`src/rtl/cache_pkg.sv`:
```
// Shared definitions for the blk_cache slice: controller state encoding,
// line metadata bit positions and address-field width helpers.
package cache_pkg;

    // Controller states; also driven out on the fsm_state debug port.
    typedef enum logic [1:0] {
        ST_IDLE      = 2'd0,
        ST_COMPARE   = 2'd1,
        ST_WRITEBACK = 2'd2,
        ST_ALLOCATE  = 2'd3
    } cache_state_t;

    // Line metadata word layout: {tag, D, V}.
    localparam int V_BIT      = 0;
    localparam int D_BIT      = 1;
    localparam int META_FLAGS = 2;

    // Bits selecting a byte within a word.
    function automatic int byte_off_w(input int data_w);
        return $clog2(data_w / 8);
    endfunction

    // Bits selecting a word within a line.
    function automatic int word_off_w(input int words);
        return $clog2(words);
    endfunction

    // Whatever is left of the address above index and offsets.
    function automatic int tag_w(input int addr_w, input int index_w,
                                 input int words, input int data_w);
        return addr_w - index_w - word_off_w(words) - byte_off_w(data_w);
    endfunction

endpackage

```
`src/rtl/cache_data_array.sv`:
```
// Line data storage for blk_cache: WORDS words per line, 2**INDEX_W lines,
// one byte-strobed write port and one combinational read port.
module cache_data_array
    import cache_pkg::*;
#(
    parameter int DATA_W  = 32,
    parameter int INDEX_W = 4,
    parameter int WORDS   = 4
) (
    input  logic                                  clk,
    input  logic                                  we,
    input  logic [INDEX_W+word_off_w(WORDS)-1:0]  waddr,
    input  logic [DATA_W-1:0]                     wdata,
    input  logic [DATA_W/8-1:0]                   wstrb,
    input  logic [INDEX_W+word_off_w(WORDS)-1:0]  raddr,
    output logic [DATA_W-1:0]                     rdata
);

    localparam int AW     = INDEX_W + word_off_w(WORDS);
    localparam int STRB_W = DATA_W / 8;

    logic [DATA_W-1:0] mem [2**AW];

    // Byte-granular write; storage is not reset, validity lives in the tags.
    always_ff @(posedge clk) begin
        if (we) begin
            for (int b = 0; b < STRB_W; b++) begin
                if (wstrb[b]) begin
                    mem[waddr][b*8 +: 8] <= wdata[b*8 +: 8];
                end
            end
        end
    end

    assign rdata = mem[raddr];

endmodule

```
`src/rtl/blk_cache.sv`:
```
// blk_cache: direct-mapped, write-back, write-allocate cache controller.
// Optional macro BLK_CACHE_PERF_EN adds hit_cnt / miss_cnt counter outputs.
//
// Handshakes: a transfer happens on a rising clock edge where valid and
// ready are both high; an offered mem beat keeps valid/addr/wr/wdata stable
// until it is taken, and the cpu side only accepts while in IDLE.
module blk_cache
    import cache_pkg::*;
#(
    parameter int ADDR_W  = 32,
    parameter int DATA_W  = 32,
    parameter int INDEX_W = 4,
    parameter int WORDS   = 4
) (
    input  logic                clk,
    input  logic                rst,
    input  logic                cpu_req_valid,
    output logic                cpu_req_ready,
    input  logic [ADDR_W-1:0]   cpu_req_addr,
    input  logic                cpu_req_wr,
    input  logic [DATA_W-1:0]   cpu_req_wdata,
    input  logic [DATA_W/8-1:0] cpu_req_wstrb,
    output logic                cpu_resp_valid,
    output logic [DATA_W-1:0]   cpu_resp_data,
    output logic                mem_req_valid,
    input  logic                mem_req_ready,
    output logic [ADDR_W-1:0]   mem_req_addr,
    output logic                mem_req_wr,
    output logic [DATA_W-1:0]   mem_req_wdata,
    input  logic [DATA_W-1:0]   mem_resp_data,
`ifdef BLK_CACHE_PERF_EN
    output logic [31:0]         hit_cnt,
    output logic [31:0]         miss_cnt,
`endif
    output cache_state_t        fsm_state
);

    localparam int BYTE_W = byte_off_w(DATA_W);
    localparam int WOFF_W = word_off_w(WORDS);
    localparam int TAG_W  = tag_w(ADDR_W, INDEX_W, WORDS, DATA_W);
    localparam int LINES  = 2**INDEX_W;
    localparam int STRB_W = DATA_W / 8;
    localparam int META_W = TAG_W + META_FLAGS;

    cache_state_t         state;
    logic [META_W-1:0]    meta [LINES];

    logic [TAG_W-1:0]     req_tag;
    logic [INDEX_W-1:0]   req_index;
    logic [WOFF_W-1:0]    req_word;
    logic                 req_wr;
    logic [DATA_W-1:0]    req_wdata;
    logic [STRB_W-1:0]    req_wstrb;
    logic [WOFF_W-1:0]    beat;

    logic [META_W-1:0]    line_meta;
    logic                 line_valid;
    logic                 line_dirty;
    logic [TAG_W-1:0]     line_tag;
    logic                 hit;
    logic                 cmp_hit;
    logic                 last_beat;

    logic                        arr_we;
    logic [INDEX_W+WOFF_W-1:0]   arr_waddr;
    logic [DATA_W-1:0]           arr_wdata;
    logic [STRB_W-1:0]           arr_wstrb;
    logic [INDEX_W+WOFF_W-1:0]   arr_raddr;
    logic [DATA_W-1:0]           arr_rdata;
    logic [DATA_W-1:0]           merged;

    // Byte offset never matters: accesses are whole words with strobes.
    logic unused_byte_off;
    assign unused_byte_off = ^cpu_req_addr[BYTE_W-1:0];

    assign line_meta  = meta[req_index];
    assign line_valid = line_meta[V_BIT];
    assign line_dirty = line_meta[D_BIT];
    assign line_tag   = line_meta[META_W-1:META_FLAGS];
    assign hit        = line_valid && (line_tag == req_tag);
    assign cmp_hit    = (state == ST_COMPARE) && hit;
    assign last_beat  = (beat == WOFF_W'(WORDS - 1));

    // Writeback streams the victim line out by beat; otherwise read the requested word.
    assign arr_raddr = (state == ST_WRITEBACK) ? {req_index, beat} : {req_index, req_word};

    // Fill beats write whole words; a write hit writes only the strobed bytes.
    assign arr_we    = (cmp_hit && req_wr) || ((state == ST_ALLOCATE) && mem_req_ready);
    assign arr_waddr = (state == ST_ALLOCATE) ? {req_index, beat} : {req_index, req_word};
    assign arr_wdata = (state == ST_ALLOCATE) ? mem_resp_data : req_wdata;
    assign arr_wstrb = (state == ST_ALLOCATE) ? {STRB_W{1'b1}} : req_wstrb;

    cache_data_array #(
        .DATA_W  (DATA_W),
        .INDEX_W (INDEX_W),
        .WORDS   (WORDS)
    ) u_data (
        .clk   (clk),
        .we    (arr_we),
        .waddr (arr_waddr),
        .wdata (arr_wdata),
        .wstrb (arr_wstrb),
        .raddr (arr_raddr),
        .rdata (arr_rdata)
    );

    // Stored word with the request's strobed bytes laid over it.
    always_comb begin
        merged = arr_rdata;
        for (int b = 0; b < STRB_W; b++) begin
            if (req_wstrb[b]) begin
                merged[b*8 +: 8] = req_wdata[b*8 +: 8];
            end
        end
    end

    // Controller: request latch, beat counter and line metadata updates.
    always_ff @(posedge clk) begin
        if (rst) begin
            state     <= ST_IDLE;
            beat      <= '0;
            req_tag   <= '0;
            req_index <= '0;
            req_word  <= '0;
            req_wr    <= 1'b0;
            req_wdata <= '0;
            req_wstrb <= '0;
            for (int i = 0; i < LINES; i++) begin
                meta[i] <= '0;
            end
        end else begin
            case (state)
                ST_IDLE: begin
                    if (cpu_req_valid) begin
                        req_tag   <= cpu_req_addr[ADDR_W-1 -: TAG_W];
                        req_index <= cpu_req_addr[BYTE_W+WOFF_W +: INDEX_W];
                        req_word  <= cpu_req_addr[BYTE_W +: WOFF_W];
                        req_wr    <= cpu_req_wr;
                        req_wdata <= cpu_req_wdata;
                        req_wstrb <= cpu_req_wstrb;
                        state     <= ST_COMPARE;
                    end
                end
                ST_COMPARE: begin
                    if (hit) begin
                        if (req_wr) begin
                            meta[req_index][D_BIT] <= 1'b1;
                        end
                        state <= ST_IDLE;
                    end else if (line_valid && line_dirty) begin
                        state <= ST_WRITEBACK;
                    end else begin
                        state <= ST_ALLOCATE;
                    end
                end
                ST_WRITEBACK: begin
                    if (mem_req_ready) begin
                        beat <= beat + 1'b1;
                        if (last_beat) begin
                            state <= ST_ALLOCATE;
                        end
                    end
                end
                ST_ALLOCATE: begin
                    if (mem_req_ready) begin
                        beat <= beat + 1'b1;
                        if (last_beat) begin
                            // Only a fully filled line becomes valid.
                            meta[req_index][META_W-1:META_FLAGS] <= req_tag;
                            meta[req_index][V_BIT]               <= 1'b1;
                            meta[req_index][D_BIT]               <= 1'b0;
                            state                                <= ST_COMPARE;
                        end
                    end
                end
                default: state <= ST_IDLE;
            endcase
        end
    end

    assign fsm_state      = state;
    assign cpu_req_ready  = (state == ST_IDLE);
    assign cpu_resp_valid = cmp_hit;
    assign cpu_resp_data  = cmp_hit ? (req_wr ? merged : arr_rdata) : '0;

    assign mem_req_valid = (state == ST_WRITEBACK) || (state == ST_ALLOCATE);
    assign mem_req_wr    = (state == ST_WRITEBACK);
    assign mem_req_wdata = (state == ST_WRITEBACK) ? arr_rdata : '0;
    assign mem_req_addr  = (state == ST_WRITEBACK) ? {line_tag, req_index, beat, {BYTE_W{1'b0}}} :
                           (state == ST_ALLOCATE)  ? {req_tag,  req_index, beat, {BYTE_W{1'b0}}} :
                                                     '0;

`ifdef BLK_CACHE_PERF_EN
    logic first_cmp;

    // Hits only count on the compare straight after accept; the post-fill compare is not a hit.
    always_ff @(posedge clk) begin
        if (rst) begin
            hit_cnt   <= '0;
            miss_cnt  <= '0;
            first_cmp <= 1'b0;
        end else begin
            if ((state == ST_IDLE) && cpu_req_valid) begin
                first_cmp <= 1'b1;
            end
            if (state == ST_COMPARE) begin
                first_cmp <= 1'b0;
                if (hit) begin
                    if (first_cmp) begin
                        hit_cnt <= hit_cnt + 32'd1;
                    end
                end else begin
                    miss_cnt <= miss_cnt + 32'd1;
                end
            end
        end
    end
`endif

endmodule

```
`config.mk`:
```
export PLATFORM = sky130hd
export DESIGN_NAME = blk_cache
export DESIGN_NICKNAME = d
export VERILOG_FILES = /design/src/rtl/cache_pkg.sv /design/src/rtl/cache_data_array.sv /design/src/rtl/blk_cache.sv
export SDC_FILE = /design/constraint.sdc
export NUM_CORES = 2
export LEC_CHECK = 0
export CORE_MARGIN = 2
export CORE_UTILIZATION = 56
export CTS_BUF_LIST = sky130_fd_sc_hd__clkbuf_4 sky130_fd_sc_hd__clkbuf_8 sky130_fd_sc_hd__clkbuf_16
export DETAILED_ROUTE_END_ITERATION = 6
export PLACE_DENSITY = 0.76
export SLEW_MARGIN = 10
export SYNTH_ARGS = -nofsm -noshare
export SYNTH_HDL_FRONTEND = slang
export SYNTH_HIERARCHICAL = 1
export SYNTH_SLANG_ARGS = --single-unit
```
`constraint.sdc`:
```
create_clock -name clk -period 4.4 [get_ports clk]
set_clock_uncertainty 0.05 [all_clocks]
set_input_delay 0.66 -clock clk [delete_from_list [all_inputs] [get_ports clk]]
set_output_delay 0.66 -clock clk [all_outputs]
set_load 0.1 [all_outputs]
```
==> impl_metrics.sql <==
INSERT INTO impl_metrics (metric_group, metric, value, unit) VALUES
('worst_setup_path', 'critical_path.endpoint_type', 'primary output', ''),
('detailed_routing', 'drt_first_iter_violations', '11600', ''),
('synth', 'synth-seq-cells', '2539', ''),
('detailed_routing', 'wirelength', '339000', 'um'),
('floorplan', 'standard_cell_row_count', '157', ''),
('clocking', 'cts_root_buffer', 'sky130_fd_sc_hd__clkbuf_16', ''),
('clocking', 'clk_latency', '0.89', 'ns'),
('worst_setup_path', 'path_delay_family', 'simple AND/OR/NAND/NOR gates', ''),
('sta', 'timing.final.max_slew_violations', '0', ''),
('sta', 'minimum_clock_period', '5.14', 'ns'),
('floorplan', 'core-area', '0.183', 'mm2'),
('clocking', 'max-clock-path-buffers', '3', ''),
('synth', 'synth.avg_cell_area', '18.5', 'um2'),
('clocking', 'cts_hold_repair.buffers', '0', ''),
('sta', 'slew_headroom', '3.37', '%'),
('place', 'detailedPlacementHpwl', '195000', 'um'),
('finish', 'fillers', '10600', ''),
('floorplan', 'die_x', '434', 'um'),
('worst_setup_path', 'critical_path.slowest_cell', 'sky130_fd_sc_hd__mux4_2', ''),
('synth', 'async_flop_share', '0', '%'),
('synth', 'synthesis.instances', '5600', ''),
('floorplan', 'die-height', '434', 'um'),
('global_routing', 'groute.usage.overall', '34.1', '%'),
('finish', 'layout.cells.non_filler', '9129', ''),
('place', 'gp_congestion', '0.944', ''),
('clocking', 'clock_pin_slew_reported_for_the_worst_setup_and_hold_paths_after_clock_tree_synthesis', '0.07', 'ns'),
('global_routing', 'global_route_wire_length_before_repair', '451000', 'um'),
('finish', 'area.growth.synth_to_final', '23.0', '%'),
('worst_setup_path', 'worst-endpoint-arrival', '4.43', 'ns'),
('sta', 'totalNegativeSetupSlack', '-262.16', 'ns'),
('worst_setup_path', 'worstPathRequired', '3.69', 'ns'),
('sta', 'report.final.setup_viol', '2109', ''),
('synth', 'synthesis.area', '0.104', 'mm2'),
('worst_setup_path', 'critPathLaunchType', 'flop', ''),
('outcome', 'outcome', 'finished, violations left', ''),
('synth', 'number_of_flops_mapped_to_enable_cells_by_yosys', '2448', ''),
('outcome', 'violated_checks', 'design-rule violations, negative setup slack', ''),
('floorplan', 'initial_utilization', '56.4', '%'),
('hold_path', 'worst_hold_startpoint', 'cpu_req_wdata[12]', ''),
('worst_setup_path', 'crit_type', 'reg2out', ''),
('power_and_ir_drop', 'power.static_leakage', '43.0', 'nW'),
('worst_setup_path', 'timing.critical_path.cells', 'buf_12 -> buf_12 -> buf_8 -> mux4_2 -> o22ai_4 -> nor3_2 -> nand2b_4 -> or4_4 -> nor4_2 -> nand4_1 -> buf_12 -> buf_16 -> a21oi_4 -> buf_12', ''),
('detailed_routing', 'route.detailed.vias_per_inst', '6.99', ''),
('detailed_routing', 'route.detailed.wl_per_inst', '37.1', 'um'),
('floorplan', 'top_level_ports', '207', ''),
('sta', 'fin_crit_sh', '117', '%'),
('synth', 'post-synth-top-area-cell', 'sky130_fd_sc_hd__edfxtp_1', ''),
('finish', 'finish.utilization', '69.4', '%'),
('clocking', 'number_of_h_tree_branching_levels', '4', ''),
('detailed_routing', 'route.antenna.remaining_nets', '0', ''),
('detailed_routing', 'drc_violation_count_after_routing', '620', ''),
('floorplan', 'overall_die_area', '0.188', 'mm2'),
('worst_setup_path', 'crit_path_frequent_cell', 'sky130_fd_sc_hd__buf_12', ''),
('power_and_ir_drop', 'p_per_area', '505', 'mW/mm2'),
('worst_setup_path', 'crit_path_max_incr_delay', '0.53', 'ns'),
('synth', 'synth_cell_types', '66', ''),
('sta', 'transition_time_of_the_tightest_slew_check_pin', '1.45', 'ns'),
('detailed_routing', 'firstDrtPassIters', '7', ''),
('synth', 'synthesis.yosys.warnings', '6', ''),
('detailed_routing', 'detailroute.via_count', '63800', ''),
('sta', 'grt_setup_unrepaired', 'yes', ''),
('sta', 'fmaxAchievable', '194', 'MHz'),
('sta', 'finalHoldViolations', '0', ''),
('sta', 'setup_ws', '-0.742', 'ns'),
('synth', 'synth.area.top_cells', 'sky130_fd_sc_hd__edfxtp_1 71%, sky130_fd_sc_hd__mux4_2 14%, sky130_fd_sc_hd__and3_1 2.1%', ''),
('finish', 'leading_cell_type_in_the_layout_fill_and_taps_excluded', 'sky130_fd_sc_hd__edfxtp_1', ''),
('clocking', 'cts_num_sinks', '2539', ''),
('synth', 'synth_sequential_area_ratio', '72.8', '%'),
('finish', 'final_layout_size_suffix_gt1_share', '37.7', '%'),
('hold_path', 'min-delay-path-class', 'in2reg', ''),
('finish', 'final_cell_mix', '2448 x sky130_fd_sc_hd__edfxtp_1, 628 x sky130_fd_sc_hd__mux4_2, 552 x sky130_fd_sc_hd__buf_4', '');
worst reg2reg max path, stage by stage, from the launching register on:
cell	delay, ns
sky130_fd_sc_hd__dfxtp_4	0.41
sky130_fd_sc_hd__buf_12	0.14
sky130_fd_sc_hd__buf_12	0.13
sky130_fd_sc_hd__buf_8	0.11
sky130_fd_sc_hd__mux4_2	0.54
sky130_fd_sc_hd__o22ai_4	0.21
sky130_fd_sc_hd__nor3_2	0.08
sky130_fd_sc_hd__nand2b_4	0.17
sky130_fd_sc_hd__or4_4	0.50
sky130_fd_sc_hd__nor4_2	0.27
sky130_fd_sc_hd__nand4_1	0.19
sky130_fd_sc_hd__buf_12	0.22
sky130_fd_sc_hd__o21ai_4	0.17
sky130_fd_sc_hd__buf_12	0.19
sky130_fd_sc_hd__buf_12	0.16
sky130_fd_sc_hd__nand2_8	0.14
sky130_fd_sc_hd__clkbuf_16	0.25
sky130_fd_sc_hd__nor2_1	0.14
sky130_fd_sc_hd__buf_4	0.24
registers in the layout (all words and copies together), names as in the netlist, named ones only:
name	cells
u_data/mem	2048
meta	416
req_wdata	32
req_tag	24
req_index	4
req_wstrb	4
beat	2
fsm_state	2
req_word	2
req_wr	1
what timing repair did:
| item | in CTS | in global routing |
|---|---|---|
| resized for setup | 356 | 458 |
| gates cloned | 22 | 35 |
| pin swaps | 54 | 134 |
| endpoints found under the setup margin | 2114 | 2115 |
| setup buffers | 91 | 47 |
layout make-up:
cell class / instances / area [um2] / share of cell area, %
Timing Repair Buffer: 1043 / 11700 / 9.19
Inverter: 13 / 67.6 / 0.0531
Multi-Input combinational cell: 2614 / 29100 / 22.8
Clock inverter: 167 / 1630 / 1.28
Tap cell: 2464 / 3080 / 2.42
Sequential cell: 2539 / 75400 / 59.2
Antenna cell: 8 / 20.0 / 0.0157
Clock buffer: 281 / 6350 / 4.99
cell families (layout without fill, tap and decap cells):
family          after synthesis  count (layout)  synth area share, %
compound gates              434             434                 2.77
xor+xnor                     22              22                0.186
fa+ha+maj                     5               5               0.0604
buf+inv                     454            1504                 2.05
flops                      2539            2539                 72.8
mux                         869             873                 16.1
other cells                   1              10              0.00362
simple gates               1276            1278                 6.08
path summary, 6_finish.rpt:
path,slack [ns],endpoint,cells after the start
max,-0.74,cpu_resp_data[22],14
min,0.28,req_wdata[12],3
min reg2reg,0.41,meta[14][0],1
max reg2reg,-0.22,u_data/mem[57][12],18
Yosys cell counts, types with 5 or more instances:
master,count
sky130_fd_sc_hd__a21o_1,8
sky130_fd_sc_hd__mux2_2,75
sky130_fd_sc_hd__ha_1,5
sky130_fd_sc_hd__a22oi_1,61
sky130_fd_sc_hd__o221ai_1,16
sky130_fd_sc_hd__nand3_1,55
sky130_fd_sc_hd__nand2b_1,22
sky130_fd_sc_hd__o21ai_0,52
sky130_fd_sc_hd__a221oi_1,16
sky130_fd_sc_hd__dfxtp_1,91
sky130_fd_sc_hd__buf_4,43
sky130_fd_sc_hd__o211ai_1,23
sky130_fd_sc_hd__nor4_2,10
sky130_fd_sc_hd__edfxtp_1,2448
sky130_fd_sc_hd__inv_1,11
sky130_fd_sc_hd__mux4_2,628
sky130_fd_sc_hd__nor3_1,89
sky130_fd_sc_hd__buf_2,80
sky130_fd_sc_hd__nor3b_1,7
sky130_fd_sc_hd__and2_1,37
sky130_fd_sc_hd__o22ai_1,52
sky130_fd_sc_hd__xnor2_1,9
sky130_fd_sc_hd__a31o_2,16
sky130_fd_sc_hd__a21oi_1,133
sky130_fd_sc_hd__a22o_1,29
sky130_fd_sc_hd__nor2_1,312
sky130_fd_sc_hd__clkbuf_1,259
sky130_fd_sc_hd__xor2_1,13
sky130_fd_sc_hd__buf_1,38
sky130_fd_sc_hd__nand3b_1,5
sky130_fd_sc_hd__buf_6,20
sky130_fd_sc_hd__nor2b_1,20
sky130_fd_sc_hd__nand2_1,335
sky130_fd_sc_hd__or2_2,12
sky130_fd_sc_hd__and3_1,346
sky130_fd_sc_hd__mux2i_1,166
sky130_fd_sc_hd__nor4_1,6
per-layer routing:
metal,track usage [%],vias up,routed length (um)
met5,0.859,-,735
li1,-,24300,-
met1,44.6,32200,108000
met4,19.2,23,24600
met3,10.9,1288,52500
met2,51.1,5903,153000
through the flow:
| stage | total power, mW | hold slack (ns) | area, um2 |
|---|---|---|---|
| after floorplan | 35.9 | 0.375 | 104000 |
| after global placement | 40.8 | 0.382 | 114000 |
| after detailed placement | 41.1 | 0.395 | 114000 |
| after CTS | 63.0 | 0.243 | 124000 |
| after global routing | 65.3 | 0.279 | 127000 |
| final | 64.3 | 0.277 | 127000 |
where the power goes:
group,internal [mW],leakage [nW],switching [mW]
clock,11.9,3.98,9.31
combinational,5.40,15.0,9.25
sequential,28.0,24.0,0.377
Note: power is estimated with default switching activity, not from simulation.
